--- config.mk ---
export PLATFORM = sky130hd
export DESIGN_NAME = lc3_datapath_gen_flat
export DESIGN_NICKNAME = d
export VERILOG_FILES = /design/src/rtl/lc3_datapath_gen_if.sv /design/src/rtl/lc3_datapath_gen.sv /design/src/flat_wrapper.sv
export SDC_FILE = /design/constraint.sdc
export NUM_CORES = 1
export LEC_CHECK = 0
export ABC_CLOCK_PERIOD_IN_PS = 4700
export BUFFER_PORTS_ARGS = -buffer_cell sky130_fd_sc_hd__buf_4
export CAP_MARGIN = 40
export CORE_MARGIN = 3
export CORE_UTILIZATION = 23
export DETAILED_ROUTE_END_ITERATION = 10
export GPL_TIMING_DRIVEN = 0
export PLACE_DENSITY = 0.49
export SETUP_SLACK_MARGIN = 0.5
export SLEW_MARGIN = 40
export SYNTH_ARGS = -nofsm -noshare
export SYNTH_HDL_FRONTEND = slang
export SYNTH_SLANG_ARGS = --single-unit
--- constraint.sdc ---
create_clock -name clk -period 4.7 [get_ports clk]
set_input_delay 0.94 -clock clk [delete_from_list [all_inputs] [get_ports clk]]
set_output_delay 0.94 -clock clk [all_outputs]
set_load 0.1 [all_outputs]
--- src/rtl/lc3_datapath_gen_if.sv ---
// Control-field and memory handshake bundle between the microsequencer and the LC-3 datapath.
interface lc3_datapath_gen_if #(
  parameter int WIDTH = 16
);
  logic             cs_valid;
  logic [2:0]       gate_sel;
  logic [9:0]       ld_mask;
  logic [1:0]       pcmux;
  logic [1:0]       drmux;
  logic [1:0]       sr1mux;
  logic [1:0]       addr2mux;
  logic [1:0]       spmux;
  logic [1:0]       aluk;
  logic             addr1mux;
  logic             marmux;
  logic             mio_en;
  logic             r_w;
  logic [1:0]       vecmux;
  logic [WIDTH-1:0] ir_out;
  logic             ben;
  logic             psr_priv;
  logic             stall;
  logic             mem_req;
  logic             mem_we;
  logic [WIDTH-1:0] mem_addr;
  logic [WIDTH-1:0] mem_wdata;
  logic [WIDTH-1:0] mem_rdata;
  logic             mem_ready;

  modport master (
    output cs_valid, gate_sel, ld_mask, pcmux, drmux, sr1mux, addr2mux, spmux, aluk,
           addr1mux, marmux, mio_en, r_w, vecmux, mem_rdata, mem_ready,
    input  ir_out, ben, psr_priv, stall, mem_req, mem_we, mem_addr, mem_wdata
  );

  modport slave (
    input  cs_valid, gate_sel, ld_mask, pcmux, drmux, sr1mux, addr2mux, spmux, aluk,
           addr1mux, marmux, mio_en, r_w, vecmux, mem_rdata, mem_ready,
    output ir_out, ben, psr_priv, stall, mem_req, mem_we, mem_addr, mem_wdata
  );
endinterface

--- src/rtl/lc3_datapath_gen.sv ---
// LC-3 single-bus datapath: PC/IR/MAR/MDR, register file, ALU, PSR and SP bank.
// One microstep per accepted edge; memory steps stall until mem_ready completes the request.
module lc3_datapath_gen #(
  parameter int          WIDTH    = 16,
  parameter int          NREGS    = 8,
  parameter logic [15:0] RESET_PC = 16'h0200,
  parameter logic [7:0]  VEC_BASE = 8'h01
) (
  input logic               clk,
  input logic               reset,
  lc3_datapath_gen_if.slave cs
);
  localparam int               RW        = $clog2(NREGS);
  localparam logic [RW-1:0]    SP_IDX    = RW'(6);
  localparam logic [RW-1:0]    LR_IDX    = RW'(7);
  localparam logic [WIDTH-1:0] ONE       = WIDTH'(1);
  localparam logic [WIDTH-1:0] PSR_MASK  = WIDTH'(16'h8707);
  localparam logic [WIDTH-1:0] PSR_RESET = WIDTH'(16'h8002);

  localparam logic [2:0] G_NONE = 3'd0;
  localparam logic [2:0] G_ALU  = 3'd1;
  localparam logic [2:0] G_MARM = 3'd2;
  localparam logic [2:0] G_PC   = 3'd3;
  localparam logic [2:0] G_MDR  = 3'd4;
  localparam logic [2:0] G_VEC  = 3'd5;
  localparam logic [2:0] G_PCM1 = 3'd6;
  localparam logic [2:0] G_PSR  = 3'd7;

  logic [WIDTH-1:0] pc, ir, mar, mdr, psr, ssp, usp;
  logic [WIDTH-1:0] regs [NREGS];
  logic             ben_q;
  logic             mem_req_q;

  logic ld_mar, ld_mdr, ld_ir, ld_ben, ld_reg, ld_cc, ld_pc, ld_psr, ld_ssp, ld_usp;
  assign {ld_mar, ld_mdr, ld_ir, ld_ben, ld_reg, ld_cc, ld_pc, ld_psr, ld_ssp, ld_usp} = cs.ld_mask;

  logic [RW-1:0]    sr1_idx, dr_idx, sr2_idx;
  logic [WIDTH-1:0] imm5, off6, off9, off11;
  logic [WIDTH-1:0] sr1, sr2, alu, addr1, addr2, adder, marmux_val, vec_val;
  logic [WIDTH-1:0] bus, pc_next, sp_next;
  logic [7:0]       vec8;
  logic [2:0]       nzp;
  logic             mem_op, mem_done, stall, accept, psr_load, sp_path;

  assign imm5  = {{(WIDTH-5){ir[4]}}, ir[4:0]};
  assign off6  = {{(WIDTH-6){ir[5]}}, ir[5:0]};
  assign off9  = {{(WIDTH-9){ir[8]}}, ir[8:0]};
  assign off11 = {{(WIDTH-11){ir[10]}}, ir[10:0]};

  always_comb begin
    sr1_idx = SP_IDX;
    case (cs.sr1mux)
      2'd0:    sr1_idx = RW'(ir[11:9]);
      2'd1:    sr1_idx = RW'(ir[8:6]);
      default: sr1_idx = SP_IDX;
    endcase
    dr_idx = SP_IDX;
    case (cs.drmux)
      2'd0:    dr_idx = RW'(ir[11:9]);
      2'd1:    dr_idx = LR_IDX;
      default: dr_idx = SP_IDX;
    endcase
  end

  assign sr2_idx = RW'(ir[2:0]);
  assign sr1     = regs[sr1_idx];
  assign sr2     = ir[5] ? imm5 : regs[sr2_idx];

  always_comb begin
    alu = sr1;
    case (cs.aluk)
      2'd0:    alu = sr1 + sr2;
      2'd1:    alu = sr1 & sr2;
      2'd2:    alu = ~sr1;
      default: alu = sr1;
    endcase
  end

  assign addr1 = cs.addr1mux ? sr1 : pc;

  always_comb begin
    addr2 = '0;
    case (cs.addr2mux)
      2'd0:    addr2 = '0;
      2'd1:    addr2 = off6;
      2'd2:    addr2 = off9;
      default: addr2 = off11;
    endcase
  end

  assign adder      = addr1 + addr2;
  assign marmux_val = cs.marmux ? adder : WIDTH'(ir[7:0]);

  always_comb begin
    vec8 = 8'h00;
    case (cs.vecmux)
      2'd0:    vec8 = ir[7:0];
      2'd2:    vec8 = 8'h01;
      default: vec8 = 8'h00;
    endcase
  end

  assign vec_val = WIDTH'({VEC_BASE, vec8});

  // Plain mux instead of tri-state gates: unselected sources never reach the bus.
  always_comb begin
    bus = '0;
    case (cs.gate_sel)
      G_NONE:  bus = '0;
      G_ALU:   bus = alu;
      G_MARM:  bus = marmux_val;
      G_PC:    bus = pc;
      G_MDR:   bus = mdr;
      G_VEC:   bus = vec_val;
      G_PCM1:  bus = pc - ONE;
      G_PSR:   bus = psr;
      default: bus = '0;
    endcase
  end

  always_comb begin
    pc_next = pc;
    case (cs.pcmux)
      2'd0:    pc_next = pc + ONE;
      2'd1:    pc_next = bus;
      2'd2:    pc_next = adder;
      default: pc_next = pc;
    endcase
    sp_next = regs[SP_IDX];
    case (cs.spmux)
      2'd0:    sp_next = regs[SP_IDX] + ONE;
      2'd1:    sp_next = regs[SP_IDX] - ONE;
      2'd2:    sp_next = ssp;
      default: sp_next = usp;
    endcase
  end

  assign nzp      = {bus[WIDTH-1], bus == '0, ~bus[WIDTH-1] & (bus != '0)};
  assign psr_load = ld_psr & (cs.gate_sel != G_NONE);
  assign sp_path  = (cs.gate_sel == G_NONE) & cs.drmux[1];

  // A memory step is held off until the request it raised sees mem_ready.
  assign mem_op   = cs.cs_valid & cs.mio_en & (ld_mdr | cs.r_w);
  assign mem_done = mem_req_q & cs.mem_ready;
  assign stall    = mem_op & ~mem_done;
  assign accept   = cs.cs_valid & ~stall;

  always_ff @(posedge clk) begin
    if (!reset) begin
      pc        <= WIDTH'(RESET_PC);
      ir        <= '0;
      mar       <= '0;
      mdr       <= '0;
      psr       <= PSR_RESET;
      ssp       <= '0;
      usp       <= '0;
      ben_q     <= 1'b0;
      mem_req_q <= 1'b0;
      for (int i = 0; i < NREGS; i++) regs[i] <= '0;
    end else begin
      if (mem_done)    mem_req_q <= 1'b0;
      else if (mem_op) mem_req_q <= 1'b1;

      if (accept) begin
        if (ld_mar) mar <= bus;
        if (ld_mdr) begin
          if (!cs.mio_en)   mdr <= bus;
          else if (!cs.r_w) mdr <= cs.mem_rdata;
        end
        if (ld_ir)  ir <= bus;
        if (ld_ben) ben_q <= |(ir[11:9] & psr[2:0]);
        if (ld_pc)  pc <= pc_next;
        if (ld_reg) begin
          if (sp_path) regs[SP_IDX] <= sp_next;
          else         regs[dr_idx] <= bus;
        end
        if (psr_load)   psr <= bus & PSR_MASK;
        else if (ld_cc) psr[2:0] <= nzp;
        if (ld_ssp) ssp <= regs[SP_IDX];
        if (ld_usp) usp <= regs[SP_IDX];
      end
    end
  end

  assign cs.ir_out    = ir;
  assign cs.ben       = ben_q;
  assign cs.psr_priv  = psr[15];
  assign cs.stall     = stall;
  assign cs.mem_req   = mem_req_q;
  assign cs.mem_we    = mem_req_q & cs.r_w;
  assign cs.mem_addr  = mar;
  assign cs.mem_wdata = mdr;

  // The sequencer must hold its step while a request is outstanding.
  property p_fields_hold;
    @(posedge clk) disable iff (!reset)
      (mem_req_q && !cs.mem_ready) |=> $stable({cs.cs_valid, cs.gate_sel, cs.ld_mask, cs.mio_en, cs.r_w});
  endproperty
  a_fields_hold: assert property (p_fields_hold);
endmodule

--- src/flat_wrapper.sv ---
// flat-port wrapper written by rule: the top's interface ports become plain ports
module lc3_datapath_gen_flat 
#(
  parameter int          WIDTH    = 16,
  parameter int          NREGS    = 8,
  parameter logic [15:0] RESET_PC = 16'h0200,
  parameter logic [7:0]  VEC_BASE = 8'h01
)
  (clk, reset, cs_cs_valid, cs_gate_sel, cs_ld_mask, cs_pcmux, cs_drmux, cs_sr1mux, cs_addr2mux, cs_spmux, cs_aluk, cs_addr1mux, cs_marmux, cs_mio_en, cs_r_w, cs_vecmux, cs_mem_rdata, cs_mem_ready, cs_ir_out, cs_ben, cs_psr_priv, cs_stall, cs_mem_req, cs_mem_we, cs_mem_addr, cs_mem_wdata);
  lc3_datapath_gen_if #(.WIDTH(WIDTH)) cs_i ();
  input logic clk;
  input logic reset;
  input wire logic [$bits(cs_i.cs_valid)-1:0] cs_cs_valid;
  input wire logic [$bits(cs_i.gate_sel)-1:0] cs_gate_sel;
  input wire logic [$bits(cs_i.ld_mask)-1:0] cs_ld_mask;
  input wire logic [$bits(cs_i.pcmux)-1:0] cs_pcmux;
  input wire logic [$bits(cs_i.drmux)-1:0] cs_drmux;
  input wire logic [$bits(cs_i.sr1mux)-1:0] cs_sr1mux;
  input wire logic [$bits(cs_i.addr2mux)-1:0] cs_addr2mux;
  input wire logic [$bits(cs_i.spmux)-1:0] cs_spmux;
  input wire logic [$bits(cs_i.aluk)-1:0] cs_aluk;
  input wire logic [$bits(cs_i.addr1mux)-1:0] cs_addr1mux;
  input wire logic [$bits(cs_i.marmux)-1:0] cs_marmux;
  input wire logic [$bits(cs_i.mio_en)-1:0] cs_mio_en;
  input wire logic [$bits(cs_i.r_w)-1:0] cs_r_w;
  input wire logic [$bits(cs_i.vecmux)-1:0] cs_vecmux;
  input wire logic [$bits(cs_i.mem_rdata)-1:0] cs_mem_rdata;
  input wire logic [$bits(cs_i.mem_ready)-1:0] cs_mem_ready;
  output wire logic [$bits(cs_i.ir_out)-1:0] cs_ir_out;
  output wire logic [$bits(cs_i.ben)-1:0] cs_ben;
  output wire logic [$bits(cs_i.psr_priv)-1:0] cs_psr_priv;
  output wire logic [$bits(cs_i.stall)-1:0] cs_stall;
  output wire logic [$bits(cs_i.mem_req)-1:0] cs_mem_req;
  output wire logic [$bits(cs_i.mem_we)-1:0] cs_mem_we;
  output wire logic [$bits(cs_i.mem_addr)-1:0] cs_mem_addr;
  output wire logic [$bits(cs_i.mem_wdata)-1:0] cs_mem_wdata;
  assign cs_i.cs_valid = cs_cs_valid;
  assign cs_i.gate_sel = cs_gate_sel;
  assign cs_i.ld_mask = cs_ld_mask;
  assign cs_i.pcmux = cs_pcmux;
  assign cs_i.drmux = cs_drmux;
  assign cs_i.sr1mux = cs_sr1mux;
  assign cs_i.addr2mux = cs_addr2mux;
  assign cs_i.spmux = cs_spmux;
  assign cs_i.aluk = cs_aluk;
  assign cs_i.addr1mux = cs_addr1mux;
  assign cs_i.marmux = cs_marmux;
  assign cs_i.mio_en = cs_mio_en;
  assign cs_i.r_w = cs_r_w;
  assign cs_i.vecmux = cs_vecmux;
  assign cs_i.mem_rdata = cs_mem_rdata;
  assign cs_i.mem_ready = cs_mem_ready;
  assign cs_ir_out = cs_i.ir_out;
  assign cs_ben = cs_i.ben;
  assign cs_psr_priv = cs_i.psr_priv;
  assign cs_stall = cs_i.stall;
  assign cs_mem_req = cs_i.mem_req;
  assign cs_mem_we = cs_i.mem_we;
  assign cs_mem_addr = cs_i.mem_addr;
  assign cs_mem_wdata = cs_i.mem_wdata;
  lc3_datapath_gen #(.WIDTH(WIDTH), .NREGS(NREGS), .RESET_PC(RESET_PC), .VEC_BASE(VEC_BASE)) u_core (.clk(clk), .reset(reset), .cs(cs_i));
endmodule
Word-level counts from Yosys, hierarchy flattened
Memory sizes are Yosys's and may differ from the RTL's. A register that Yosys moved wholly into a read port is not among the register bits.
Index checks and enable logic that the tools add are counted.
{"block": "classes", "add_sub_neg": 6, "multipliers": 0, "div": 0, "n_lt_le_gt_ge": 0, "eq_ne": 19, "shifts": 0, "n_mux": 32, "bitwise_logic": 18, "n_reduce_logical": 25}
{"op": "16-bit one-hot mux with 3 select lines", "count": 4}
{"op": "16-bit one-hot mux with 8 select lines", "count": 1}
{"op": "16-bit 2-to-1 mux", "count": 7}
{"op": "16-bit by 1-bit adder with 16-bit output, second input constant", "count": 2}
{"op": "16-bit adder", "count": 2}
{"op": "16-bit by 1-bit subtractor with 16-bit output, second input constant", "count": 2}
{"op": "16-bit bitwise AND", "count": 1}
{"op": "16-bit logical NOT", "count": 1}
{"op": "16-bit NOT", "count": 1}
{"op": "8-bit one-hot mux with 2 select lines", "count": 1}
{"op": "16-bit nonzero test", "count": 1}
{"op": "16-bit OR reduction", "count": 1}
{"op": "3-bit 2-to-1 mux", "count": 5}
{"op": "2-bit logical NOT", "count": 7}
{"op": "2-bit AND reduction", "count": 7}
{"op": "2-bit by 1-bit equality test with 1-bit output, second input constant", "count": 6}
{"op": "3-bit equality test, second input constant", "count": 4}
{"op": "1-bit 2-to-1 mux", "count": 12}
{"op": "3-bit one-hot mux with 2 select lines", "count": 2}
{"op": "2-bit equality test, second input constant", "count": 5}
{"op": "1-bit bitwise AND", "count": 9}
{"op": "3-bit by 2-bit equality test with 1-bit output, second input constant", "count": 2}
{"op": "3-bit AND reduction", "count": 2}
{"op": "3-bit nonzero test", "count": 2}
{"op": "9 further kinds", "count": 13}
{"block": "word_totals", "regBits": 105, "latchBits": 0, "ram_bits": 128, "rom_bits": 0, "elab_cells": 111, "n_memories": 1}
{"name": "u_core.regs", "words": 8, "word_bits": 16, "read_ports": 3, "rd_clocked_by_memory_dff": 1, "wr": 8, "line_no": "lc3_datapath_gen.sv:30", "rtl": "logic [WIDTH-1:0] regs [NREGS];"}

Logic depth before layout (Yosys ltp)
An unclocked memory read counts as a cell.
{"block": "depth", "word_depth": 11, "ltp_mapped": 24, "mapped_depth_nobuf": 21}

Least setup slack after synthesis
OpenSTA, ideal clock, no wires.
{"block": "synth_timing", "kind": "register to register", "start": "register u_core.ir[11] (netlist: u_core.cs.ir_out[11])", "end": "memory u_core.regs[6][10] (data pin)", "setup_ps": 271, "arrival_time_ps": 5078, "required_ps": 4429, "slack_ps": -649, "stages_incl_launch_ff": 24, "n_path_buf": 4, "period_less_slack_ps": 5349, "cell_sequence": "dfxtp_1 -> buf_2 -> nor2b_1 -> a211o_1 -> buf_2 -> buf_4 -> mux2i_1 -> mux2i_1 -> mux2_2 -> nand2_1 -> o21ai_0 -> ha_1 -> inv_1 -> fa_1 -> nor2b_1 -> o21a_1 -> o21ai_0 -> a21oi_1 -> a311oi_1 -> xnor2_1 -> a221o_1 -> a21oi_1 -> clkbuf_1 -> o22ai_1"}
{"item": "start, declared", "line_no": "lc3_datapath_gen.sv:29", "rtl": "logic [WIDTH-1:0] pc, ir, mar, mdr, psr, ssp, usp;"}
{"item": "start signal, assigned", "line_no": "lc3_datapath_gen.sv:170", "rtl": "if (ld_ir) ir <= bus;"}
{"item": "end, declared", "line_no": "lc3_datapath_gen.sv:30"}

Worst setup path after layout
{"block": "layout_timing", "start": "input port cs_sr1mux[0]", "end": "register u_core.psr[0]"}
{"block": "layout_via", "elab_chain_cells": 11}
{"item": "start, declared", "line_no": "flat_wrapper.sv:18", "rtl": "input wire logic [$bits(cs_i.sr1mux)-1:0] cs_sr1mux;"}
{"item": "2-bit by 1-bit equality test with 1-bit output or 2-bit logical NOT (tied branches)", "line_no": "lc3_datapath_gen.sv:52", "rtl": "case (cs.sr1mux)"}
{"item": "3-bit one-hot mux with 2 select lines *", "line_no": "lc3_datapath_gen.sv:52"}
{"item": "memory read 8 x 16 bit *"}
{"item": "16-bit 2-to-1 mux", "line_no": "lc3_datapath_gen.sv:79", "rtl": "assign addr1 = cs.addr1mux ? sr1 : pc;"}
{"item": "16-bit adder", "line_no": "lc3_datapath_gen.sv:91", "rtl": "assign adder = addr1 + addr2;"}
{"item": "16-bit 2-to-1 mux", "line_no": "lc3_datapath_gen.sv:92", "rtl": "assign marmux_val = cs.marmux ? adder : WIDTH'(ir[7:0]);"}
{"item": "16-bit one-hot mux with 8 select lines *", "line_no": "lc3_datapath_gen.sv:108", "rtl": "case (cs.gate_sel)"}
{"item": "16-bit nonzero test or 1-bit NOT (tied branches)", "line_no": "lc3_datapath_gen.sv:138", "rtl": "assign nzp = {bus[WIDTH-1], bus == '0, ~bus[WIDTH-1] & (bus != '0)};"}
{"item": "1-bit bitwise AND", "line_no": "lc3_datapath_gen.sv:138"}
{"item": "3-bit 2-to-1 mux", "line_no": "lc3_datapath_gen.sv:178", "rtl": "else if (ld_cc) psr[2:0] <= nzp;"}
{"item": "3-bit 2-to-1 mux *", "line_no": "lc3_datapath_gen.sv:177", "rtl": "if (psr_load) psr <= bus & PSR_MASK;"}
{"item": "end signal, assigned", "line_no": "lc3_datapath_gen.sv:177"}
{"item": "end signal, assigned", "line_no": "lc3_datapath_gen.sv:178"}
{"item": "end, declared", "line_no": "lc3_datapath_gen.sv:29"}
Every way passes the cells marked *; elsewhere a longest branch is shown, timed or not. The select of a mux whose other input is x is not followed.
A chain may end at the register's enable or synchronous reset.

==> flow_metrics.tcl <==
set metrics [dict create \
    status "finished, violations left" \
    violations "setup timing" \
    cts_tree "built" \
    critPathRequiredTime_ps 5160 \
    synth_edf_count 128 \
    grt_usage 0.202 \
    synth_fa_ha_area_frac 0.0428 \
    wirelength_um 75300 \
    cts.clk_slew.worst_paths_ps 60 \
    worstMarginPinSlew_ps 865 \
    synth_xor_xnor_area_share 0.0245 \
    cp-start-kind "primary input" \
    power_switching_mw 2.51 \
    rsz0062_at_grt "yes" \
    powerDensity_nw_per_um2 327 \
    fin_ws_ps -50.2 \
    ctsHoldBuffers 0 \
    drive_above_1_share 0.299 \
    grt_first_pass_wirelength_um 107000 \
    vias_per_cell 5.41 \
    num_vias 16426 \
    synth.area.mux_share 0.0951 \
    fp.dieW_um 267 \
    max_cap_viol_count 0 \
    fp.coreArea_um2 67400 \
    fmax_mhz 211 \
    clockRootBuffer "clkbuf_16" \
    hold_depth 2 \
    final_cell_mix "248 x nand2_1, 226 x nor2_1, 207 x buf_4" \
    place_ws_ps -1410 \
    ant_nets 0 \
    cts_htree_levels 1 \
    antenna_found_initial 1 \
    final_hold_viol_count 0 \
    report.final.slew_viol_count 0 \
    syn_inst 1829 \
    grt_max_degree 17 \
    cp_max_fo 8 \
    seq_area_frac_synth 0.382 \
    io_pins 104 \
    cts_made_buffers 27 \
    end_kind "flip-flop" \
    nets 2247 \
    switching_share 0.347 \
    synth_ff_type "edfxtp_1" \
    final_common_cell "nand2_1" \
    drt_first_pass_iters 5 \
    syn-num-nets 1932 \
    cts_sinks 236 \
    dieArea_um2 71500 \
    yosys_register_bits 236 \
    hpwlAfterDp_um 53200 \
    rows 95 \
    relSlewSlack 0.423 \
    r2r_start "u_core.cs.ir_out[11]" \
    die_y_um 267 \
    worstPathArrival_ps 5210 \
    fin_setup_tns_ps -109 \
    clkPwrFrac 0.329 \
    grt_pass1_vias 15674 \
    worstReg2RegEnd "u_core.psr[0]" \
    rrSetupSlack_ps -40 \
    synth.avg_cell_area_um2 8.59 \
    reg2reg_depth 26 \
    place.gp.congestion 0.974 \
    yosys.area_share.simple 0.212 \
    worstSetupPathType "in2reg" \
    synth_top_family_by_area "simple AND/OR/NAND/NOR gates" \
    vdd_drop_max_v 0.000273 \
    seq_power_share 0.327 \
    async_flop_share 0 \
    area_delta_synth_final_pct 40.9 \
    finalCriticalPeriod_ps 4750 \
    synth_compound_area_frac 0.199 \
    power.leakage_nw 8.35 \
    worstHoldStart "u_core.ssp[11]" \
    drtIter0Drc 1818 \
    min_period_over_period 1.01 \
    port_buffers 96 \
    drc_errors 0 \
    final.setup_skew_ps 35.4 \
    p_comb_frac 0.344 \
    setup_viol 5 \
    netlist_area_um2 15700 \
    wl_per_cell_um 24.8 \
    clk_path_buf_depth 3 \
    start_util 0.233 \
    yosys_warnings 0 \
    internal_power_mw 4.73 \
    hp-class "reg2reg" \
    whs_endpoint "u_core.ssp[11]" \
    worstSkewPairLatency_ps 590 \
    overflow 0 \
    fill_cells 6888 \
    synth_cell_types 88 \
]
## power by group through the flow
stage / Combinational [mW] / Clock (mW) / Sequential [mW]
floorplan: 1.01 / 0 / 2.53
global route: 2.61 / 2.49 / 2.37
CTS: 2.25 / 2.41 / 2.36
global placement: 1.71 / 0 / 2.41
finish: 2.49 / 2.38 / 2.37
detailed placement: 1.73 / 0 / 2.41
## kinds of logic (layout without fill, tap and decap cells)
kind of cell	count (synthesis)	in the layout
and+or+nand+nor	750	750
AOI/OAI and AO/OA	472	472
DFF	236	236
buffers and inverters	173	509
muxes	102	102
adders and majority gates	52	52
xor gates and xnor gates	44	44
other	0	1
## registers in the layout, summed over array words and instances (netlist names), named ones only
signal and cells:
u_core.regs 128, u_core.cs.ir_out 16, u_core.cs.mem_addr 16, u_core.cs.mem_wdata 16, u_core.pc 16, u_core.ssp 16
u_core.usp 16, u_core.psr 7, u_core.cs.ben 1, u_core.cs.mem_req 1
## layer usage
layer | vias up | GRT usage | wire, um
met1 | 8074 | 0.266 | 31200
met3 | 160 | 0.0361 | 6830
li1 | 7305 | - | -
met2 | 887 | 0.324 | 33500
met5 | - | 0 | 0
met4 | 0 | 0.0864 | 3820
## area by class of cell
| type | instances | area, um2 | share of cell area |
|---|---|---|---|
| antenna | 1 | 2.50 | 0.000113 |
| tap | 873 | 1090 | 0.0494 |
| clock inverter | 11 | 219 | 0.00989 |
| timing repair buffer | 286 | 2730 | 0.123 |
| clock buffer | 39 | 751 | 0.0339 |
| sequential | 236 | 6020 | 0.272 |
| buffer | 140 | 995 | 0.0449 |
| multi-input combinational | 1420 | 10200 | 0.461 |
| inverter | 33 | 131 | 0.00594 |
## cells in the mapped netlist (6+ instances only)
master,instances,share of area
buf_1,9,0.0022
or3_1,7,0.0028
nand3_1,61,0.019
a22oi_1,7,0.0033
a31oi_1,12,0.0048
nand4_1,15,0.0060
and2_1,13,0.0052
mux2i_1,51,0.032
clkbuf_1,117,0.028
nor2_1,265,0.063
mux2_2,14,0.010
o21a_1,10,0.0048
a311oi_1,13,0.0072
inv_1,31,0.0074
nor2b_1,38,0.015
edfxtp_1,128,0.24
a211o_1,10,0.0056
o21ai_0,112,0.036
a21o_1,12,0.0057
xor2_1,15,0.0084
o22ai_1,16,0.0064
dfxtp_1,108,0.14
mux4_2,35,0.050
a221oi_1,7,0.0039
ha_1,49,0.039
o211ai_1,15,0.0072
a22o_1,6,0.0033
o31ai_1,7,0.0033
a211oi_1,56,0.027
xnor2_1,29,0.016
a21oi_1,120,0.038
nand2_1,256,0.061
buf_2,9,0.0029
nor3_1,27,0.0086
a311o_1,6,0.0038
nand2b_1,13,0.0052
and3_1,20,0.0080
a31o_2,7,0.0039
## repair_timing
action	CTS	global route
gates cloned	8	2
pin swaps	76	66
setup endpoints to repair	201	229
resized for setup	263	152
buffers inserted	132	47
## metrics by stage
| step | power, mW | utilization | instances | cell area (um2) | hold WS, ps |
|---|---|---|---|---|---|
| 5_1_grt | 7.47 | 0.328 | 3038 | 22100 | 468 |
| 6_report | 7.24 | 0.328 | 3039 | 22100 | 452 |
| 2_1_floorplan | 3.54 | - | 1829 | 15900 | 433 |
| 4_1_cts | 7.02 | 0.315 | 2989 | 21200 | 454 |
| 3_3_place_gp | 4.12 | 0.263 | 2798 | 17800 | 440 |
| 3_5_place_dp | 4.14 | 0.264 | 2799 | 17800 | 446 |
## worst max-delay path: stages
cell and delay, ps:
buf_16 130, a211o_1 310, buf_6 130, buf_12 130, buf_4 140, buf_12 120
buf_8 110, and3_4 140, a311oi_2 220, a31o_4 190, nor2_2 40, nor2_1 100
ha_2 310, o21a_1 110, nor2_1 170, a21oi_2 60, buf_6 140, a311oi_2 280
xnor2_1 140, a221o_1 400, a21oi_4 170, buf_12 140, and4bb_1 230, a31oi_1 100
o221a_1 210
## how the worst max path moves through the flow
| stage | start | end | depth (start not counted) |
|---|---|---|---|
| floorplan | cs_sr1mux[0] | u_core.psr[0] | 23 |
| global route | cs_sr1mux[0] | u_core.psr[0] | 22 |
| CTS | cs_sr1mux[0] | u_core.psr[0] | 25 |
| finish | cs_sr1mux[0] | u_core.psr[0] | 25 |
| global placement | cs_sr1mux[0] | u_core.regs[6][8] | 21 |
| detailed placement | cs_sr1mux[0] | u_core.regs[6][10] | 22 |
No activity file was read; power rests on OpenSTA's default activity.
